--- src/rtl/address_generator_if.sv ---
`default_nettype none
// ============================================================================
// Module   : address_generator_if
// Purpose  : Bus bundle between the layer controller and the address
//            generator. It carries the configuration in and the RAM
//            addresses and completion flag out.
// Revision : 1.0  initial release
// ----------------------------------------------------------------------------
// Signals
//   read                   ctrl -> gen  1 = load/hold config, 0 = run
//   Nk                     ctrl -> gen  neurons per layer
//   read_weight_base_addr  ctrl -> gen  weight matrix base (row-major)
//   read_neuro_base_addr   ctrl -> gen  input neuron vector base
//   write_neuro_base_addr  ctrl -> gen  output neuron vector base
//   finished               gen -> ctrl  layer complete
//   weight_read_addr       gen -> RAM   current weight address
//   neuro_read_addr        gen -> RAM   current input-neuron address
//   neuro_write_addr       gen -> RAM   current output-neuron address
// ============================================================================
interface address_generator_if #(
    parameter int AW = 8
);
    logic          read;
    logic [AW-1:0] Nk;
    logic [AW-1:0] read_weight_base_addr;
    logic [AW-1:0] read_neuro_base_addr;
    logic [AW-1:0] write_neuro_base_addr;
    logic          finished;
    logic [AW-1:0] weight_read_addr;
    logic [AW-1:0] neuro_read_addr;
    logic [AW-1:0] neuro_write_addr;

    // Controller side
    modport master (
        output read, Nk, read_weight_base_addr, read_neuro_base_addr,
               write_neuro_base_addr,
        input  finished, weight_read_addr, neuro_read_addr, neuro_write_addr
    );

    // Address generator side
    modport slave (
        input  read, Nk, read_weight_base_addr, read_neuro_base_addr,
               write_neuro_base_addr,
        output finished, weight_read_addr, neuro_read_addr, neuro_write_addr
    );
endinterface
`default_nettype wire

--- src/rtl/address_generator.sv ---
`default_nettype none
// ============================================================================
// Module   : address_generator
// Purpose  : Address sequencer for one fully connected NN layer (Nk inputs,
//            Nk outputs). Per output neuron it emits Nk read cycles (weight
//            and input-neuron address) followed by one write cycle for the
//            neuron result, then raises finished.
// Revision : 1.0  initial release
// ----------------------------------------------------------------------------
// Ports
//   clk    in   rising-edge clock
//   reset  in   asynchronous, active-low reset
//   bus    slave modport of address_generator_if (config in, addresses out)
// Build option
//   ADDRGEN_AUTORESTART_EN  when defined, DONE with read = 0 lasts a single
//                           cycle and the layer restarts with the latched
//                           configuration. Otherwise DONE is terminal until
//                           read = 1 or reset.
// ============================================================================
module address_generator #(
    parameter int AW = 8
) (
    input  logic               clk,
    input  logic               reset,
    address_generator_if.slave bus
);

    typedef enum logic [1:0] {
        LOAD  = 2'd0,
        RUN   = 2'd1,
        WRITE = 2'd2,
        DONE  = 2'd3
    } state_t;

    localparam logic [AW-1:0] C_ONE  = {{(AW-1){1'b0}}, 1'b1};
    localparam logic [AW-1:0] C_ZERO = '0;

    state_t        state_q;
    logic [AW-1:0] nk_q;
    logic [AW-1:0] wb_q;
    logic [AW-1:0] nb_q;
    logic [AW-1:0] ob_q;
    logic [AW-1:0] i_q;
    logic [AW-1:0] j_q;
    logic [AW-1:0] woff_q;

    // nk_q is never 0 while in RUN/WRITE, so the subtraction cannot underflow there.
    logic w_last_i;
    logic w_last_j;
    assign w_last_i = (i_q == (nk_q - C_ONE));
    assign w_last_j = (j_q == (nk_q - C_ONE));

    always_ff @(posedge clk or negedge reset) begin
        if (!reset) begin
            state_q <= LOAD;
            nk_q    <= C_ZERO;
            wb_q    <= C_ZERO;
            nb_q    <= C_ZERO;
            ob_q    <= C_ZERO;
            i_q     <= C_ZERO;
            j_q     <= C_ZERO;
            woff_q  <= C_ZERO;
        end else if (bus.read) begin
            // read = 1 overrides every state: (re)capture the configuration.
            state_q <= LOAD;
            nk_q    <= bus.Nk;
            wb_q    <= bus.read_weight_base_addr;
            nb_q    <= bus.read_neuro_base_addr;
            ob_q    <= bus.write_neuro_base_addr;
            i_q     <= C_ZERO;
            j_q     <= C_ZERO;
            woff_q  <= C_ZERO;
        end else begin
            case (state_q)
                LOAD: begin
                    i_q     <= C_ZERO;
                    j_q     <= C_ZERO;
                    woff_q  <= C_ZERO;
                    state_q <= (nk_q == C_ZERO) ? DONE : RUN;
                end
                RUN: begin
                    if (w_last_i) begin
                        state_q <= WRITE;
                    end else begin
                        i_q    <= i_q + C_ONE;
                        woff_q <= woff_q + C_ONE;
                    end
                end
                WRITE: begin
                    if (w_last_j) begin
                        state_q <= DONE;
                    end else begin
                        // The weight offset keeps running: rows are contiguous.
                        j_q     <= j_q + C_ONE;
                        i_q     <= C_ZERO;
                        woff_q  <= woff_q + C_ONE;
                        state_q <= RUN;
                    end
                end
                DONE: begin
`ifdef ADDRGEN_AUTORESTART_EN
                    i_q     <= C_ZERO;
                    j_q     <= C_ZERO;
                    woff_q  <= C_ZERO;
                    state_q <= (nk_q == C_ZERO) ? DONE : RUN;
`else
                    state_q <= DONE;
`endif
                end
                default: state_q <= LOAD;
            endcase
        end
    end

    // Outputs depend on registers only; no input reaches them combinationally.
    assign bus.weight_read_addr = wb_q + woff_q;
    assign bus.neuro_read_addr  = nb_q + i_q;
    assign bus.neuro_write_addr = ob_q + j_q;
    assign bus.finished         = (state_q == DONE);

endmodule
`default_nettype wire

--- src/flat_wrapper.sv ---
// flat-port wrapper written by rule: the top's interface ports become plain ports
module address_generator_flat 
#(
    parameter int AW = 8
)
  (clk, reset, bus_read, bus_Nk, bus_read_weight_base_addr, bus_read_neuro_base_addr, bus_write_neuro_base_addr, bus_finished, bus_weight_read_addr, bus_neuro_read_addr, bus_neuro_write_addr);
  address_generator_if #(.AW(AW)) bus_i ();
  input  logic clk;
  input  logic reset;
  input wire logic [$bits(bus_i.read)-1:0] bus_read;
  input wire logic [$bits(bus_i.Nk)-1:0] bus_Nk;
  input wire logic [$bits(bus_i.read_weight_base_addr)-1:0] bus_read_weight_base_addr;
  input wire logic [$bits(bus_i.read_neuro_base_addr)-1:0] bus_read_neuro_base_addr;
  input wire logic [$bits(bus_i.write_neuro_base_addr)-1:0] bus_write_neuro_base_addr;
  output wire logic [$bits(bus_i.finished)-1:0] bus_finished;
  output wire logic [$bits(bus_i.weight_read_addr)-1:0] bus_weight_read_addr;
  output wire logic [$bits(bus_i.neuro_read_addr)-1:0] bus_neuro_read_addr;
  output wire logic [$bits(bus_i.neuro_write_addr)-1:0] bus_neuro_write_addr;
  assign bus_i.read = bus_read;
  assign bus_i.Nk = bus_Nk;
  assign bus_i.read_weight_base_addr = bus_read_weight_base_addr;
  assign bus_i.read_neuro_base_addr = bus_read_neuro_base_addr;
  assign bus_i.write_neuro_base_addr = bus_write_neuro_base_addr;
  assign bus_finished = bus_i.finished;
  assign bus_weight_read_addr = bus_i.weight_read_addr;
  assign bus_neuro_read_addr = bus_i.neuro_read_addr;
  assign bus_neuro_write_addr = bus_i.neuro_write_addr;
  address_generator #(.AW(AW)) u_core (.clk(clk), .reset(reset), .bus(bus_i));
endmodule
--- config.mk ---
export PLATFORM = sky130hd
export DESIGN_NAME = address_generator_flat
export DESIGN_NICKNAME = d
export VERILOG_FILES = /design/src/rtl/address_generator_if.sv /design/src/rtl/address_generator.sv /design/src/flat_wrapper.sv
export SDC_FILE = /design/constraint.sdc
export NUM_CORES = 1
export LEC_CHECK = 0
export CAP_MARGIN = 20
export CORE_UTILIZATION = 30
export CTS_BUF_LIST = sky130_fd_sc_hd__clkbuf_4 sky130_fd_sc_hd__clkbuf_8
export DETAILED_ROUTE_END_ITERATION = 8
export HOLD_SLACK_MARGIN = 0.1
export PLACE_DENSITY = 0.61
export SLEW_MARGIN = 20
export SYNTH_ARGS = -nofsm -noshare
export SYNTH_HDL_FRONTEND = slang
export SYNTH_SLANG_ARGS = --single-unit
export TNS_END_PERCENT = 30
--- constraint.sdc ---
create_clock -name clk -period 2.35 [get_ports clk]
set_input_delay 0.3525 -clock clk [delete_from_list [all_inputs] [get_ports clk]]
set_output_delay 0.3525 -clock clk [all_outputs]
set_load 0.02 [all_outputs]
==> implementation parameters, run 1 <==
Parameter                              Value

Outcome
  Run status    finished with violations
  Failing checks    setup timing

Power
  Power density normalized to cell area    669.6 nW/um^2
  Static leakage power    between 2 and 3 nW
  PnR Total Power    ~0.0038 W
  IR drop worst, VDD    around 0.29 mV

Drt
  Routed length per placed instance    13.00 um
  Average via count per standard cell    ~4.7
  Post-route DRC    0
  Number of nets with antenna violations after routing    0
  DR vias    ~3300
  Starting DRT DRC Count    ~120
  Count of TritonRoute iterations in the first routing pass    4
  Routed wire length    ~9 mm

Clock network
  Cts bufs inserted    9
  Clock tree from TritonCTS    yes
  H-tree depth    3
  Clk_lat worst skew    between 300 and 400 ps
  Clock sink total    58
  Max Buffers Root-to-Sink    2
  Clock transition at path regs    around 60 ps
  Clock root buffer    sky130_fd_sc_hd__clkbuf_8

Timing
  Post-route setup TNS    -2099 ps
  Headroom to the max-slew limit    about three fifths
  Worst Max-Slew Pin Slew    slightly below 600 ps
  Period utilisation layout    107.0%
  Max Transition Viols Final    0
  RSZ-0062 raised after global routing    yes
  Skew final    between 7 and 8 ps
  Shortest clock period the worst path allows after layout    2516 ps
  # setup viols final    30
  Final hold violation count    0
  Final Worst Setup Slack    -165.6 ps
  Top achievable clock speed    roughly 0.4 GHz

Global routing
  Tot GR Track Use    about 14%
  Maximum number of pins on one net before global-route repair    35
  GR peak layer    met2
  GR Util met2    25.52%
  GRT Residual Overflow    0
  GR met1 Demand/Resource    between 10% and 20%
  Grt met3 use    3.736%
  Vias in the first global route    3287
  Initial antenna violation count    0
  First-pass GRT wire length    ~15 mm

Logic synthesis
  Largest family of logic cells by synthesized area    compound AO/OA/AOI/OAI gates
  Synth area leaders    sky130_fd_sc_hd__dfrtp_1 37%, sky130_fd_sc_hd__ha_1 9.6%, sky130_fd_sc_hd__mux2_2 7.8%
  Cell accounting for the most synthesized area    sky130_fd_sc_hd__dfrtp_1
  Parity-gate share of the synthesized area counting xor and xnor cells    10.68%
  Top cells by instance count after synthesis    58 x sky130_fd_sc_hd__dfrtp_1, 31 x sky130_fd_sc_hd__xnor2_1, 30 x sky130_fd_sc_hd__ha_1, 30 x sky130_fd_sc_hd__inv_1, 27 x sky130_fd_sc_hd__mux2_2
  Number of enable flip-flop cells after synthesis    0
  Number of flip-flops and latches in the synthesized netlist    slightly below 60
  Synthesized Nets    between 400 and 500
  Cell count after synthesis    385
  FFs w/ async S/R, synth    100.0%
  Share of synthesized cell area in full adder, half adder and majority cells    between 10% and 20%
  Proportion of synthesized area in mux cells    8.411%
  Compound-Gate Fraction of Synth Area    14.74%
  Ys Warns    0
  Average footprint of a synthesized cell    10.16 sq um
  Proportion of netlist area held by the largest area contributor    between 30% and 40%
  Simple logic cell fraction of the synthesized area    between 10% and 20%
  Distinct cells, synth    55
  Register area share after synthesis    a little under two fifths
  Netlist area before placement    approximately 4000 sq um
  Predominant post-synthesis flop cell    sky130_fd_sc_hd__dfrtp_1
  Most common cell in the synthesized netlist    sky130_fd_sc_hd__dfrtp_1

Worst hold path
  Worst hold path depth    2
  Hold/Removal Path Class    primary input to register

Floorplanning
  Placeable core region    12670 sq um
  Die Y-Extent    between 100 and 150 um
  Area of the die    approximately 14000 sq um
  Number of cell rows    between 40 and 50
  Die width    roughly 120 um
  Starting utilization of the core area    between 30% and 40%
  I/O pin count    60

Final layout
  Final antenna diode count    0
  Area of all placed cells without fillers    between 5000 and 6000 sq um
  Fraction of final layout cells sized beyond drive strength 1    a little under two fifths
  Fill cell instance count of the final layout    ~1200
  Post-route core utilization    ~44%
  Number of nets in the final layout    between 500 and 600
  Post-route non-filler standard cell count    between 600 and 700
  Layout overhead on the synthesized area    43.43%

Critical path
  Nature of the critical path startpoint    register
  Arrival time at the worst endpoint    2780 ps
  Critical path endpoint category    register
  CP Class    register to register
  Cell at the slowest stage of the critical path    sky130_fd_sc_hd__dfrtp_1
  Cell breakdown of the critical path    inv_4, ha_4, or3b_4, or3_4, xor3_2, o2111ai_2, nand3_4, or3_1, o21ai_1
  CP max stage delay    about 400 ps
  Data required time at the worst endpoint    between 2000 and 3000 ps
  Worst reg-to-reg path cell count    9
  Maximum fanout encountered on the critical timing path    7

Run
  Max-capacitance violation count    0

Placement
  Routability congestion estimate    0.8591
  DP Area    about 5200 sq um
  I/O Buffers    ~60
  Detailed placer's ending HPWL    6.791 mm
  Cell count after placement    about 670
==> metrics by stage <==
stage | worst slack, ps | hold slack (ps)
6_report | -165.6 | 387.6
5_1_grt | -253.4 | 389.8
4_1_cts | -189.7 | 370.8
3_5_place_dp | -260.2 | 390.3
3_3_place_gp | -232.9 | 405.9
2_1_floorplan | -134.4 | 56.91
==> logic make-up (layout without fill, tap and decap cells) <==
group           Yosys count  after routing
xor+xnor                 46             46
simple gates             95             95
fa+ha+maj                33             33
flops                    58             58
buf+inv                  42            177
compound gates           82             83
mux                      29             29
==> placed cells by master (no fill, tap or decap), types with 3 or more instances in the layout <==
master and count:
sky130_fd_sc_hd__a21o_1 7, sky130_fd_sc_hd__clkbuf_8 12, sky130_fd_sc_hd__a21oi_2 11, sky130_fd_sc_hd__nand2b_1 9, sky130_fd_sc_hd__ha_1 26, sky130_fd_sc_hd__dfrtp_1 58
sky130_fd_sc_hd__ha_2 3, sky130_fd_sc_hd__or2_2 3, sky130_fd_sc_hd__fa_2 3, sky130_fd_sc_hd__and3_1 9, sky130_fd_sc_hd__o32ai_1 4, sky130_fd_sc_hd__nor2_1 15
sky130_fd_sc_hd__mux2_2 27, sky130_fd_sc_hd__nand3_4 3, sky130_fd_sc_hd__nand2_1 23, sky130_fd_sc_hd__xnor2_2 5, sky130_fd_sc_hd__o21bai_1 6, sky130_fd_sc_hd__dlygate4sd2_1 6
sky130_fd_sc_hd__inv_1 25, sky130_fd_sc_hd__buf_4 81, sky130_fd_sc_hd__xnor2_1 26, sky130_fd_sc_hd__o21ai_0 11, sky130_fd_sc_hd__inv_2 4, sky130_fd_sc_hd__a21oi_1 10
sky130_fd_sc_hd__nand3_1 10, sky130_fd_sc_hd__o21ai_1 11, sky130_fd_sc_hd__xor2_1 13, sky130_fd_sc_hd__a31o_2 3, sky130_fd_sc_hd__clkdlybuf4s50_1 36, sky130_fd_sc_hd__o31ai_1 4
==> flip-flops by register name, indices dropped and copies added, names as in the netlist <==
signal / flops
u_core.nb_q: 8
u_core.state_q: 2
u_core.wb_q: 8
u_core.nk_q: 8
u_core.woff_q: 8
u_core.ob_q: 8
u_core.i_q: 8
u_core.j_q: 8
==> cell type report <==
cell class | instances | area (sq um) | area share, %
Clock buffer | 14 | 180.2 | 3.211
Timing Repair Buffer | 131 | 1092 | 19.46
Multi-Input combinational cell | 286 | 2547 | 45.40
Inverter | 30 | 115.1 | 2.051
Sequential cell | 58 | 1451 | 25.86
Tap cell | 172 | 215.2 | 3.835
Clock inverter | 2 | 10.01 | 0.1784
==> report_power, final <==
group | total (W) | switching, W | internal, W
combinational | 0.00171 | 0.000894 | 0.000813
sequential | 0.00117 | 0.0000779 | 0.00109
clock | 0.000880 | 0.000390 | 0.000490
total | 0.00376 | 0.00136 | 0.00240
==> repair_timing <==
| item | CTS | global route |
|---|---|---|
| pin swaps | 18 | 16 |
| hold buffers | 1 | 0 |
| setup endpoints to repair | 46 | 41 |
| hold endpoints to repair | 24 | 0 |
| gates cloned | 0 | 1 |
| setup buffers | 5 | 2 |
| gates resized for setup | 100 | 29 |
==> worst max-delay path: cells and delay by family (launching register included) <==
family / cells / cell delay [ps]
compound gates: 2 / 270
xor+xnor: 1 / 300
fa+ha+maj: 1 / 120
buf+inv: 1 / 80
flops: 1 / 410
simple gates: 4 / 1280
==> per-layer routing <==
metal | wire length, um | vias to the layer above | part of all wire (%)
met2 | 4574 | 61 | 51
li1 | - | 1619 | -
met4 | 89 | 0 | 0.99
met1 | 4033 | 1575 | 45
met5 | 0 | - | 0
met3 | 314 | 8 | 3.5
==> path summary, 6_finish.rpt <==
path | start | slack [ps] | endpoint
worst max-delay path | u_core.nk_q[0] | -170 | u_core.woff_q[7]
worst min-delay path | bus_read | 390 | u_core.i_q[0]
worst max register to register | u_core.nk_q[0] | -170 | u_core.woff_q[7]
worst min register to register | u_core.nb_q[5] | 510 | u_core.nb_q[5]
max in group asynchronous | reset | 1190 | u_core.nb_q[7]
min in group asynchronous | reset | 560 | u_core.ob_q[1]
Note: power is estimated with default switching activity, not from simulation.
==> run 2, diff against run 1 <==
--- a/config.mk
+++ b/config.mk
@@ -5,6 +5,8 @@
 export SDC_FILE = /design/constraint.sdc
 export NUM_CORES = 1
 export LEC_CHECK = 0
+export ABC_AREA = 1
+export ABC_CLOCK_PERIOD_IN_PS = 2350
 export CAP_MARGIN = 20
 export CORE_UTILIZATION = 30
 export CTS_BUF_LIST = sky130_fd_sc_hd__clkbuf_4 sky130_fd_sc_hd__clkbuf_8
==> run 2 against run 1 <==
  * The flow still finishes with violations (setup timing)
  * Sequential power is essentially flat
  * Register-to-register slack gained 350 ps
  * Sequential cell count is the same
  * Area after synthesis grew 11%
  * Worst setup slack gained 140 ps
  * First-iteration DRC count grew 71%
  * Utilization shrank 3.5 points
  * Via count grew 26%
  * Worst hold slack lost 0.89 ps
  * Clock skew grew 1.7 ps
==> implementation parameters, run 2 <==
Parameter                              Value

Global routing
  Initial antenna violation count    0
  Tot GR Track Use    about 17%
  GRT Residual Overflow    0
  Maximum number of pins on one net before global-route repair    58
  Vias in the first global route    approximately 4200
  First-pass GRT wire length    19.40 mm

Power
  Static leakage power    between 2 and 3 nW
  Internal portion of total power    between 0.002 and 0.0025 W
  PnR Total Power    around 0.0035 W
  Relative contribution of combinational cells to total power    between 30% and 40%
  Power density normalized to cell area    between 600 and 700 nW/um^2
  Reported net switching power    roughly 0.0012 W
  Flop pwr share    about a third
  Net switching share of the total power    35.13%
  IR drop worst, VDD    about 0.27 mV
  Clock Power Share    between 30 and 40%

Placement
  DP Area    about 5400 sq um
  Detailed placer's ending HPWL    around 8.6 mm
  Cell count after placement    roughly 840
  Routability congestion estimate    0.9351
  I/O Buffers    59
  Post-placement worst setup slack    -290.8 ps

Drt
  Routed wire length    between 10 and 15 mm
  Count of TritonRoute iterations in the first routing pass    4
  Number of nets with antenna violations after routing    0
  Routed length per placed instance    about 13 um
  Post-route DRC    0
  Average via count per standard cell    roughly 4.7
  DR vias    approximately 4100
  Starting DRT DRC Count    a little over 200

Final layout
  Area of all placed cells without fillers    between 5000 and 6000 sq um
  Number of nets in the final layout    roughly 750
  Fill cell instance count of the final layout    between 1000 and 1500
  Final antenna diode count    0
  Post-route non-filler standard cell count    ~870
  Layout overhead on the synthesized area    31.75%
  Most frequent cells in the layout    156 x sky130_fd_sc_hd__nand2_1, 64 x sky130_fd_sc_hd__buf_4, 58 x sky130_fd_sc_hd__inv_1, 58 x sky130_fd_sc_hd__dfrtp_1, 38 x sky130_fd_sc_hd__nand3_1
  Most frequent standard cell in the layout excluding fill and tap cells    sky130_fd_sc_hd__nand2_1
  Fraction of final layout cells sized beyond drive strength 1    around 22%

Clock network
  Clk_lat worst skew    around 350 ps
  Cts bufs inserted    9
  Max Buffers Root-to-Sink    2
  Clock tree from TritonCTS    yes
  Clock sink total    slightly below 60
  Clock transition at path regs    approximately 60 ps
  Clock root buffer    sky130_fd_sc_hd__clkbuf_8
  H-tree depth    3

Floorplanning
  Die Y-Extent    roughly 120 um
  Die width    122.1 um
  Area of the die    roughly 15000 sq um
  Starting utilization of the core area    a little under a third
  I/O pin count    60
  Placeable core region    13990 sq um
  Number of cell rows    43

Critical path
  Register-to-register setup slack    approximately 180 ps
  Reg2reg start    u_core.nk_q[1]
  Cell at the slowest stage of the critical path    sky130_fd_sc_hd__fa_2
  Data required time at the worst endpoint    roughly 2000 ps
  CP max stage delay    around 370 ps
  Maximum fanout encountered on the critical timing path    2
  Critical path endpoint category    primary output
  Terminus of the critical flop-to-flop path    u_core.woff_q[1]
  CP Class    register to primary output
  Worst reg-to-reg path cell count    13
  Nature of the critical path startpoint    register
  Cell breakdown of the critical path    ha_2, inv_2, fa_2, o21ai_2, a21oi_1, nor2_1, nor2_1, xnor2_1, buf_4
  Arrival time at the worst endpoint    ~2000 ps
  Worst path most repeated cell    sky130_fd_sc_hd__nor2_1

Logic synthesis
  FFs w/ async S/R, synth    between 90% and 100%
  Cell accounting for the most synthesized area    sky130_fd_sc_hd__dfrtp_1
  Proportion of netlist area held by the largest area contributor    33.52%
  Distinct cells, synth    36
  Number of flip-flops and latches in the synthesized netlist    between 50 and 60
  Most common cell in the synthesized netlist    sky130_fd_sc_hd__nand2_1
  Predominant post-synthesis flop cell    sky130_fd_sc_hd__dfrtp_1
  Top cells by instance count after synthesis    158 x sky130_fd_sc_hd__nand2_1, 59 x sky130_fd_sc_hd__inv_1, 58 x sky130_fd_sc_hd__dfrtp_1
  Number of enable flip-flop cells after synthesis    0
  Synthesized Nets    642
  Average footprint of a synthesized cell    7.544 sq um
  Cell count after synthesis    between 500 and 600
  Register area share after synthesis    between 30% and 40%
  Synth area leaders    sky130_fd_sc_hd__dfrtp_1 34%, sky130_fd_sc_hd__nand2_1 14%, sky130_fd_sc_hd__ha_1 8.7%
  Ys Warns    0
  Netlist area before placement    4330 sq um

Outcome
  Failing checks    setup timing
  Run status    finished with violations

Timing
  Final hold violation count    0
  Max Transition Viols Final    0
  Headroom to the max-slew limit    about three fifths
  Worst Max-Slew Pin Slew    around 590 ps
  Shortest clock period the worst path allows after layout    between 2000 and 2500 ps
  Top achievable clock speed    about 0.42 GHz
  Skew final    ~9.2 ps
  Period utilisation layout    101.1%
  Post-route setup TNS    -26.37 ps
  # setup viols final    1
  Final Worst Setup Slack    -26.37 ps
  RSZ-0062 raised after global routing    yes

Worst hold path
  Hold/Removal Path Class    primary input to register
  Worst hold start    bus_read
  Worst hold path depth    4
  WHS Endpoint    u_core.state_q[0]

Run
  Max-capacitance violation count    0
-- run 2: cell types whose count changed after synthesis, sizes merged, moves of 7 or more --
cell	previous run	this run
a21o	7	0
and3	9	0
inv	30	63
mux2	28	0
nand2	24	187
nand2b	10	0
nand3	15	42
nand4	1	31
nor2	16	44
xnor2	31	7
-- run 2: power by group through the flow --
stage | Clock (W) | Combinational (W) | Sequential, W
after floorplan | 0 | 0.000783 | 0.00118
after global placement | 0 | 0.00121 | 0.00116
after detailed placement | 0 | 0.00124 | 0.00117
after CTS | 0.00111 | 0.00123 | 0.00115
after global routing | 0.00115 | 0.00140 | 0.00117
final | 0.00107 | 0.00126 | 0.00116
-- run 2: stage by stage --
step,utilization (%),hold WS (ps)
floorplan,-,56.91
global placement,38.45,370.7
detailed placement,38.45,383.7
CTS,40.21,372.3
global route,40.79,418.7
finish,40.79,386.7
-- run 2: timing repair --
action                                  in CTS  in global routing
setup buffers                                3                  7
resized for setup                           82                 19
pin swaps                                   10                  3
hold buffers                                 1                  0
endpoints found under the setup margin      21                 41
gates cloned                                 0                  0
endpoints found under the hold margin       18                  0
-- run 2: final cells by class --
type                            instances  area [sq um]  area share (%)
Tap cell                              180         225.2           3.947
Timing Repair Buffer                  117         978.4           17.15
Inverter                               63         236.5           4.145
Sequential cell                        58          1451           25.44
Clock inverter                          2         60.06           1.053
Clock buffer                           12         165.2           2.895
Multi-Input combinational cell        436          2589           45.37
-- run 2: metal layers --
layer | global-route usage [%] | up-vias | part of all wire (%)
met4 | 8.003 | 0 | 2.7
met3 | 3.043 | 24 | 4.3
li1 | - | 2089 | -
met5 | 0 | - | 0
met2 | 28.60 | 80 | 49
met1 | 20.30 | 1908 | 44
-- run 2: worst max-delay path by stage --
stage | cells after the start | startpoint | endpoint | slack [ps]
2_1_floorplan | 8 | u_core.j_q[0] | bus_neuro_write_addr[6] | 120
3_3_place_gp | 9 | u_core.j_q[0] | bus_neuro_write_addr[6] | -160
3_5_place_dp | 9 | u_core.i_q[0] | bus_neuro_read_addr[6] | -290
4_1_cts | 9 | u_core.nb_q[0] | bus_neuro_read_addr[6] | -40
5_1_grt | 9 | u_core.i_q[0] | bus_neuro_read_addr[6] | -150
6_report | 9 | u_core.nb_q[0] | bus_neuro_read_addr[6] | -30
-- run 2: logic make-up after synthesis --
family          count (synthesis)  synth area share, %
compound gates                 52                6.270
xor+xnor                       27                5.461
fa+ha+maj                      33                10.05
buf+inv                        80                8.465
flops                          58                33.52
simple gates                  324                36.23
-- run 2: critical path: cells and delay by family, from the launching register on --
kind | cells | cell delay, ps
compound gates | 2 | 240
xor+xnor | 1 | 140
fa+ha+maj | 2 | 570
buf+inv | 2 | 200
flops | 1 | 360
simple gates | 2 | 160
